### src/rtl/pattern_sweep_controller_if.sv
// rtl/pattern_sweep_controller_if.sv - sweep control, DUT stimulus/response and log stream bundle
interface pattern_sweep_controller_if #(
    parameter int WIDTH = 5
);
    logic             start;
    logic             abort;
    logic [WIDTH-1:0] vec_out;
    logic             dut_resp;
    logic             log_valid;
    logic             log_ready;
    logic [WIDTH-1:0] log_vec;
    logic             log_resp;
    logic             busy;
    logic             done;
    logic [WIDTH:0]   ones_count;
    logic [15:0]      signature;

    modport master (
        input  start, abort, dut_resp, log_ready,
        output vec_out, log_valid, log_vec, log_resp, busy, done, ones_count, signature
    );

    modport slave (
        output start, abort, dut_resp, log_ready,
        input  vec_out, log_valid, log_vec, log_resp, busy, done, ones_count, signature
    );
endinterface

### src/rtl/pattern_sweep_controller.sv
// rtl/pattern_sweep_controller.sv - exhaustive vector sweep with settle, sample and logged responses
// Optional response signature LFSR enabled by PATTERN_SWEEP_SIGNATURE_EN.
module pattern_sweep_controller #(
    parameter int WIDTH      = 5,
    parameter int SETTLE_CYC = 1
) (
    input  logic                      CK,
    input  logic                      reset,
    pattern_sweep_controller_if.master bus
);
    typedef enum logic [2:0] {
        S_IDLE   = 3'd0,
        S_APPLY  = 3'd1,
        S_SETTLE = 3'd2,
        S_SAMPLE = 3'd3,
        S_LOG    = 3'd4,
        S_DONE   = 3'd5
    } state_t;

    localparam logic [WIDTH-1:0] VEC_LAST    = '1;
    localparam logic [WIDTH-1:0] VEC_ONE     = 1;
    localparam logic [WIDTH:0]   ONES_MAX    = {1'b1, {WIDTH{1'b0}}};
    localparam logic [WIDTH:0]   ONES_ONE    = 1;
    localparam logic [7:0]       SETTLE_LAST = (SETTLE_CYC > 0) ? 8'(SETTLE_CYC - 1) : 8'd0;

    state_t           r_state;
    state_t           w_next;
    logic [WIDTH-1:0] r_vec;
    logic [WIDTH-1:0] r_log_vec;
    logic             r_log_resp;
    logic [WIDTH:0]   r_ones;
    logic [7:0]       r_settle_cnt;
    logic             w_abort;
    logic             w_busy;
    logic             w_done;
    logic             w_log_valid;

    // Abort only has meaning once a sweep is running; in IDLE start always wins.
    assign w_abort = bus.abort && (r_state != S_IDLE);

    always_ff @(posedge CK or negedge reset) begin
        if (!reset) begin
            r_state <= S_IDLE;
        end else begin
            r_state <= w_next;
        end
    end

    always_comb begin
        w_next = r_state;
        if (w_abort) begin
            w_next = S_IDLE;
        end else begin
            case (r_state)
                S_IDLE:   if (bus.start) w_next = S_APPLY;
                S_APPLY:  w_next = (SETTLE_CYC == 0) ? S_SAMPLE : S_SETTLE;
                S_SETTLE: if (r_settle_cnt == SETTLE_LAST) w_next = S_SAMPLE;
                S_SAMPLE: w_next = S_LOG;
                S_LOG:    if (bus.log_ready) w_next = (r_vec == VEC_LAST) ? S_DONE : S_APPLY;
                S_DONE:   w_next = S_IDLE;
                default:  w_next = S_IDLE;
            endcase
        end
    end

    always_comb begin
        w_busy      = (r_state != S_IDLE);
        w_done      = (r_state == S_DONE);
        w_log_valid = (r_state == S_LOG);
    end

    always_ff @(posedge CK or negedge reset) begin
        if (!reset) begin
            r_vec        <= '0;
            r_log_vec    <= '0;
            r_log_resp   <= 1'b0;
            r_ones       <= '0;
            r_settle_cnt <= 8'd0;
        end else if (w_abort) begin
            r_vec        <= '0;
            r_settle_cnt <= 8'd0;
        end else begin
            case (r_state)
                S_IDLE: begin
                    if (bus.start) begin
                        r_vec  <= '0;
                        r_ones <= '0;
                    end
                end
                S_APPLY:  r_settle_cnt <= 8'd0;
                S_SETTLE: r_settle_cnt <= r_settle_cnt + 8'd1;
                S_SAMPLE: begin
                    r_log_vec  <= r_vec;
                    r_log_resp <= bus.dut_resp;
                    if (bus.dut_resp && (r_ones != ONES_MAX)) begin
                        r_ones <= r_ones + ONES_ONE;
                    end
                end
                S_LOG: begin
                    // The last vector is held so vec_out never wraps inside a sweep.
                    if (bus.log_ready && (r_vec != VEC_LAST)) begin
                        r_vec <= r_vec + VEC_ONE;
                    end
                end
                default: ;
            endcase
        end
    end

`ifdef PATTERN_SWEEP_SIGNATURE_EN
    logic [15:0] r_sig;

    // CRC-CCITT style shift: feedback is the response XOR the outgoing MSB.
    always_ff @(posedge CK or negedge reset) begin
        if (!reset) begin
            r_sig <= 16'h0000;
        end else if ((r_state == S_IDLE) && bus.start) begin
            r_sig <= 16'hFFFF;
        end else if ((r_state == S_SAMPLE) && !w_abort) begin
            r_sig <= {r_sig[14:0], 1'b0} ^ ((bus.dut_resp ^ r_sig[15]) ? 16'h1021 : 16'h0000);
        end
    end

    assign bus.signature = r_sig;
`else
    assign bus.signature = 16'h0000;
`endif

    assign bus.vec_out    = r_vec;
    assign bus.log_vec    = r_log_vec;
    assign bus.log_resp   = r_log_resp;
    assign bus.log_valid  = w_log_valid;
    assign bus.busy       = w_busy;
    assign bus.done       = w_done;
    assign bus.ones_count = r_ones;
endmodule

### src/flat_wrapper.sv
// flat-port wrapper written by rule: the top's interface ports become plain ports
module pattern_sweep_controller_flat 
#(
    parameter int WIDTH      = 5,
    parameter int SETTLE_CYC = 1
)
  (CK, reset, bus_start, bus_abort, bus_dut_resp, bus_log_ready, bus_vec_out, bus_log_valid, bus_log_vec, bus_log_resp, bus_busy, bus_done, bus_ones_count, bus_signature);
  pattern_sweep_controller_if #(.WIDTH(WIDTH)) bus_i ();
  input  logic CK;
  input  logic reset;
  input wire logic [$bits(bus_i.start)-1:0] bus_start;
  input wire logic [$bits(bus_i.abort)-1:0] bus_abort;
  input wire logic [$bits(bus_i.dut_resp)-1:0] bus_dut_resp;
  input wire logic [$bits(bus_i.log_ready)-1:0] bus_log_ready;
  output wire logic [$bits(bus_i.vec_out)-1:0] bus_vec_out;
  output wire logic [$bits(bus_i.log_valid)-1:0] bus_log_valid;
  output wire logic [$bits(bus_i.log_vec)-1:0] bus_log_vec;
  output wire logic [$bits(bus_i.log_resp)-1:0] bus_log_resp;
  output wire logic [$bits(bus_i.busy)-1:0] bus_busy;
  output wire logic [$bits(bus_i.done)-1:0] bus_done;
  output wire logic [$bits(bus_i.ones_count)-1:0] bus_ones_count;
  output wire logic [$bits(bus_i.signature)-1:0] bus_signature;
  assign bus_i.start = bus_start;
  assign bus_i.abort = bus_abort;
  assign bus_i.dut_resp = bus_dut_resp;
  assign bus_i.log_ready = bus_log_ready;
  assign bus_vec_out = bus_i.vec_out;
  assign bus_log_valid = bus_i.log_valid;
  assign bus_log_vec = bus_i.log_vec;
  assign bus_log_resp = bus_i.log_resp;
  assign bus_busy = bus_i.busy;
  assign bus_done = bus_i.done;
  assign bus_ones_count = bus_i.ones_count;
  assign bus_signature = bus_i.signature;
  pattern_sweep_controller #(.WIDTH(WIDTH), .SETTLE_CYC(SETTLE_CYC)) u_core (.CK(CK), .reset(reset), .bus(bus_i));
endmodule
### config.mk
export PLATFORM = sky130hd
export DESIGN_NAME = pattern_sweep_controller_flat
export DESIGN_NICKNAME = d
export VERILOG_FILES = /design/src/rtl/pattern_sweep_controller_if.sv /design/src/rtl/pattern_sweep_controller.sv /design/src/flat_wrapper.sv
export SDC_FILE = /design/constraint.sdc
export NUM_CORES = 1
export LEC_CHECK = 0
export BUFFER_PORTS_ARGS = -buffer_cell sky130_fd_sc_hd__buf_4
export CAP_MARGIN = 25
export CORE_MARGIN = 3
export CORE_UTILIZATION = 53
export DETAILED_ROUTE_END_ITERATION = 7
export GPL_ROUTABILITY_DRIVEN = 0
export MAX_ROUTING_LAYER = met4
export PLACE_DENSITY = 0.79
export SLEW_MARGIN = 25
export SYNTH_ARGS = -nofsm -noshare
export SYNTH_HDL_FRONTEND = slang
export SYNTH_SLANG_ARGS = --single-unit
### constraint.sdc
create_clock -name CK -period 2.2 [get_ports CK]
set_input_delay 0.22 -clock CK [delete_from_list [all_inputs] [get_ports CK]]
set_output_delay 0.22 -clock CK [all_outputs]
set_load 0.01 [all_outputs]
==> qor.csv, run 1 <==
metric;value;unit
drc;0;
maxCapViolCount;0;
synth_compound_gate_area_share;14.2;%
p_leak;0.894;nW
p_switching;518;uW
tns;0;ns
dp.cells;238;
cts_tree;yes;
grt_util_all_layers;17.6;%
cp-end-kind;flop;
synth_cell_types;42;
fin_crit_sh;92.2;%
synth_top_family_by_area;simple AND/OR/NAND/NOR gates;
synth_top_area_share;41.4;%
synthCells;175;
nets;214;
critical_path_required;2.48;ns
drive_above_1_share;21.9;%
cts.path.max_buffers;2;
cts_buffers;3;
grt_pass1_wl;5510;microns
clock_skew;0.0147;ns
coreArea;0.00290;sq mm
gr-total-overflow;0;
ys_top_cells_by_count;dfrtp_1, buf_4, nand2_1, nand3_1, o21ai_0;
cellPowerDensity;780;mW/mm^2
die_y;62.5;microns
finalInstanceArea;0.00191;sq mm
cts.reportedPaths.clkPinSlew;0.16;ns
start_util;58.3;%
yosys.area_share.simple;20.0;%
postRouteAntennaNets;0;
p_total;1.49;mW
synth_ff_type;dfrtp_1;
post_dp_cell_area;0.00185;sq mm
cts-root-buf;clkbuf_4;
rsz0062_at_grt;no;
cp-start-kind;flop;
synthMostInstantiatedCell;dfrtp_1;
place_hpwl;2430;microns
min_period;2.03;ns
ys_seq_elements;28;
internal_power;971;uW
yosys.area_share.xor_xnor;1.55;%
finalWorstSetupSlack;0.173;ns
drv_slew;0;
tightest_slew;0.535;ns
syn_area_per_cell;9.67;sq um
synthMuxAreaShare;5.77;%
synthTopCellsByArea;dfrtp_1, buf_4, ha_1, nand3_1, mux2_2;
die_w;62.5;microns
n_antenna_cell;0;
firstDrtPassIters;4;
ys_async_sr_fraction;100;%
dr_wl_met2;1540;microns
min_from;bus_log_ready;
top_layer;met3;
io_pins;42;
synth_largest_area_cell;dfrtp_1;
seqPwrFrac;42.5;%
grt_antenna_before_repair;0;
slew_headroom;64.1;%
dieArea;0.00391;sq mm
yosys.area_share.adder;4.44;%
worstSetupPathType;reg -> reg;
wire_per_inst;13.3;microns
totalWireLength;3220;microns
min_path_type;in -> reg;
grt_max_degree;29;
p_clk_share;22.9;%
insertion_delay;0.34;ns
final_util;65.8;%
status;complete, no violations;
io_buffers;25;
m1WireLength;1470;microns
via_per_inst;5.40;
htreeDepth;1;
worst_hold_slack;0.0782;ns
reg2reg_to;u_core.bus.vec_out[1];
hold_viol_final;0;
max_freq;0.493;GHz
setup_violations;0;
synth_warnings;0;
clock-sinks;28;
areaGrowthSynthToFinish;12.9;%
holdPathStages;2;
num_vias;1311;
ys_seq_area_share;41.4;%
wl_met3;213;microns
r2r_cells;7;
peakVddDrop;0.000712;V
syn-cell-area;0.00169;sq mm
arrival;2.30;ns
critPathMaxFanout;6;
rrSetupSlack;0.17;ns
place_ws;0.190;ns
synth_edf_count;0;
timing.rr.start;u_core.bus.vec_out[0];
grt_pass1_vias;1162;
whs_endpoint;u_core.r_state[2];
comb_power_share;34.6;%
first_iter_violations;77;
switching_share;34.8;%
final_cells;243;
row_count;19;
worst max path at each step:
stage | from | to | slack [ns] | cells past startpoint
finish | u_core.bus.vec_out[0] | u_core.bus.vec_out[1] | 0.17 | 7
global route | u_core.bus.vec_out[0] | u_core.bus.vec_out[1] | 0.07 | 7
CTS | u_core.bus.vec_out[0] | u_core.bus.vec_out[1] | 0.16 | 7
detailed placement | u_core.bus.vec_out[0] | u_core.bus.vec_out[1] | 0.19 | 7
floorplan | u_core.bus.vec_out[0] | u_core.bus.vec_out[1] | 0.37 | 7
global placement | u_core.bus.vec_out[0] | u_core.bus.vec_out[1] | 0.34 | 7
cells by family after synthesis:
| group | count (synthesis) |
|---|---|
| AO/OA/AOI/OAI | 34 |
| XOR/XNOR | 3 |
| adder cells (fa/ha/maj) | 6 |
| buffers and inverters | 33 |
| flip-flops | 28 |
| multiplexers | 9 |
| other | 1 |
| AND/OR/NAND/NOR | 61 |
per-layer routing:
layer,track usage [%],up-vias
met3,2.70,0
met2,28.8,53
met4,3.31,0
li1,-,636
met5,-,-
met1,23.4,622
repair_timing:
item | in CTS | in global routing
buffers inserted | 0 | 0
gates resized for setup | 0 | 1
hold buffers | 1 | 0
endpoints found under the setup margin | 0 | 1
endpoints found under the hold margin | 28 | 0
cell type report:
type	instances	area [sq um]
Clock buffer	3	22.5
Inverter	10	37.5
Multi-Input combinational cell	129	838
Sequential cell	28	701
Timing Repair Buffer	30	228
Tap cell	42	52.6
Fill cell	264	991
Clock inverter	1	30.0
flip-flops by register name (all words and copies together) (netlist names):
| register | flops |
|---|---|
| u_core.bus.log_vec | 5 |
| u_core.bus.ones_count | 6 |
| u_core.r_state | 3 |
| u_core.r_settle_cnt | 8 |
| u_core.bus.log_resp | 1 |
| u_core.bus.vec_out | 5 |
power groups by stage:
stage,Clock [mW],Combinational [mW],Sequential [mW]
floorplan,0,0.407,0.623
global placement,0,0.494,0.635
detailed placement,0,0.509,0.642
CTS,0.347,0.514,0.632
global route,0.374,0.570,0.646
finish,0.341,0.516,0.632
critical path, stage by stage (launching register included):
cell	delay, ns
dfrtp_1	0.47
ha_1	0.25
and3_1	0.18
ha_1	0.18
nand2b_1	0.18
a21boi_0	0.24
o22a_2	0.26
mux2i_1	0.20
cells in the final DEF, fill, tap and decap left out, types with 3 or more instances in the layout:
master,n
nand3_1,14
ha_1,6
conb_1,16
nand2_1,14
a21oi_1,3
o21ai_0,12
or3_1,6
buf_4,29
dfrtp_1,28
nand2b_1,3
or4b_1,3
inv_1,10
clkbuf_4,3
nor2_1,7
mux2_2,6
mux2i_1,3
o211ai_1,3
(Power assumes the default switching activity.)
==> run 2, diff against run 1 <==
==> constraint.sdc (replaced) <==
create_clock -name CK -period 2.2 [get_ports CK]
set_input_delay 0.11 -clock CK [delete_from_list [all_inputs] [get_ports CK]]
set_output_delay 0.11 -clock CK [all_outputs]
set_load 0.01 [all_outputs]
==> run 2 against run 1 <==
Against the previous run:
- utilization increased by 0.65 points
- wire length is 3.8% higher
- sequential power grew 1%
- sequential cell count stayed put
- clock power about the same
- critical path depth did not move
- via count increased by 1.8%
- final area rose by 0.98%
- clock skew grew 0.00052 ns
- largest cell class unchanged
- die area stayed put
- count of clock-buffer cells in the layout did not move
==> qor.csv, run 2 (synthesized netlist as in run 1, its figures left out) <==
metric;value;unit;change
cts_tree;yes;;
wire_per_inst;13.6;microns;+3.0%
firstDrtPassIters;4;;unchanged
holdPathStages;2;;unchanged
worst_hold_slack;0.0349;ns;-0.0433 ns
path_buf_inv;0;;unchanged
critPathSlowestCell;dfrtp_1;;
tightest_slew;0.572;ns;+0.0373 ns
rsz0062_at_grt;no;;
htreeDepth;1;;unchanged
fin_crit_sh;91.0;%;-1.2 points
cts.reportedPaths.clkPinSlew;0.16;ns;about the same
r2r_cells;7;;unchanged
drive_above_1_share;21.2;%;-0.71 points
slew_headroom;61.8;%;-2.3 points
final_cell_mix;buf_4, dfrtp_1, conb_1, nand2_1, nand3_1;;
seqPwrFrac;42.9;%;+0.4 points
start_util;58.3;%;unchanged
tns;0;ns;unchanged
final_cells;245;;+0.82%
cp_cell_sequence;ha_1 -> and3_1 -> ha_1 -> nand2b_1 -> a21boi_0 -> o22a_1 -> mux2i_1;;
worstSetupPathType;reg -> reg;;
finalWorstSetupSlack;0.198;ns;+0.0254 ns
peakVddDrop;0.000574;V;-19%
grt_pass1_vias;1249;;+7.5%
drv_slew;0;;unchanged
cp-end-kind;flop;;
postRouteAntennaNets;0;;unchanged
die_w;62.5;microns;unchanged
io_pins;42;;unchanged
nets;216;;+0.93%
insertion_delay;0.33;ns;about the same
p_leak;0.903;nW;+0.97%
drc;0;;unchanged
grt_util_all_layers;19.1;%;+1.5 points
row_count;19;;unchanged
via_per_inst;5.44;;+0.92%
critical_path_required;2.47;ns;about the same
post_cts_resize_count;0;;unchanged
max_freq;0.499;GHz;+1.3%
io_buffers;25;;unchanged
n_antenna_cell;0;;unchanged
cp-start-kind;flop;;
cts_hold_buf;2;;+1
p_clk_share;22.7;%;-0.2 points
die_y;62.5;microns;unchanged
cts.path.max_buffers;2;;unchanged
gr-total-overflow;0;;unchanged
critPathMaxFanout;6;;unchanged
arrival;2.27;ns;-0.03 ns
p_switching;522;uW;+0.76%
totalWireLength;3340;microns;+3.8%
min_path_type;in -> reg;;
areaGrowthSynthToFinish;14.0;%;
num_vias;1334;;+1.8%
p_total;1.49;mW;+0.28%
cp_num_cells;7;;unchanged
clock_skew;0.0152;ns;+0.000519 ns
grt_antenna_before_repair;0;;unchanged
final_common_cell;buf_4;;
max_stage_delay;0.47;ns;about the same
hold_viol_final;0;;unchanged
dp.cells;238;;unchanged
setup_violations;0;;unchanged
grt_max_degree;29;;unchanged
coreArea;0.00290;sq mm;unchanged
min_period;2.00;ns;-0.0254 ns
post-cts-setup-buffers;0;;unchanged
place_hpwl;2460;microns;+1.4%
largest_reg_flops;8;;unchanged
cts_buffers;3;;unchanged
internal_power;971;uW;about the same
comb_power_share;34.5;%;about the same
dieArea;0.00391;sq mm;unchanged
maxCapViolCount;0;;unchanged
clock-sinks;28;;unchanged
cp_top_family;compound AO/OA/AOI/OAI gates;;
cts-root-buf;clkbuf_4;;
switching_share;35.0;%;+0.17 points
registers.top_by_ff_count;u_core.r_settle_cnt;;
status;complete, no violations;;
cellPowerDensity;775;mW/mm^2;-0.70%
grt_pass1_wl;5890;microns;+6.7%
first_iter_violations;89;;+16%
place_ws;0.227;ns;+0.0368 ns
crit_path_frequent_cell;ha_1;;
## run 2: worst register-to-register path, stage by stage, from the launching register on
cell,delay (ns)
dfrtp_1,0.47
ha_1,0.25
and3_1,0.18
ha_1,0.18
nand2b_1,0.17
a21boi_0,0.20
o22a_1,0.28
mux2i_1,0.21
## run 2: path summary, 6_finish.rpt
kind	slack, ns	start	to
worst max-delay path	0.20	u_core.bus.vec_out[0]	u_core.bus.vec_out[1]
worst min-delay path	0.03	bus_dut_resp	u_core.bus.log_resp
worst max register to register	0.20	u_core.bus.vec_out[0]	u_core.bus.vec_out[1]
worst min register to register	0.53	u_core.bus.log_resp	u_core.bus.log_resp
max in group asynchronous	1.71	reset	u_core.r_settle_cnt[3]
min in group asynchronous	0.22	reset	u_core.bus.ones_count[5]
## run 2: routing by layer
layer	vias to the layer above	global-route usage [%]	part of all wire, %
met5	-	-	0
met4	0	4.13	0
met3	0	2.70	4.9
met2	39	32.4	49
met1	652	24.3	46
li1	643	-	-
## run 2: stage by stage
step	instance area [sq um]	util, %
CTS	1920	66.1
floorplan	1750	-
detailed placement	1850	63.6
finish	1930	66.5
global placement	1850	63.6
global route	1930	66.5
## run 2: power groups by stage
stage	Combinational, mW	Sequential (mW)	Clock (mW)
2_1_floorplan	0.407	0.623	0
6_report	0.515	0.640	0.338
3_3_place_gp	0.491	0.639	0
4_1_cts	0.517	0.639	0.350
5_1_grt	0.577	0.651	0.380
3_5_place_dp	0.505	0.648	0
## run 2: area by class of cell
type	instances	area [sq um]
clock buffers	3	22.5
clock inverters	1	30.0
multi-input cells	129	837
flip-flops and latches	28	701
fillers	255	972
inverters	10	37.5
repair buffers	32	248
well taps	42	52.6
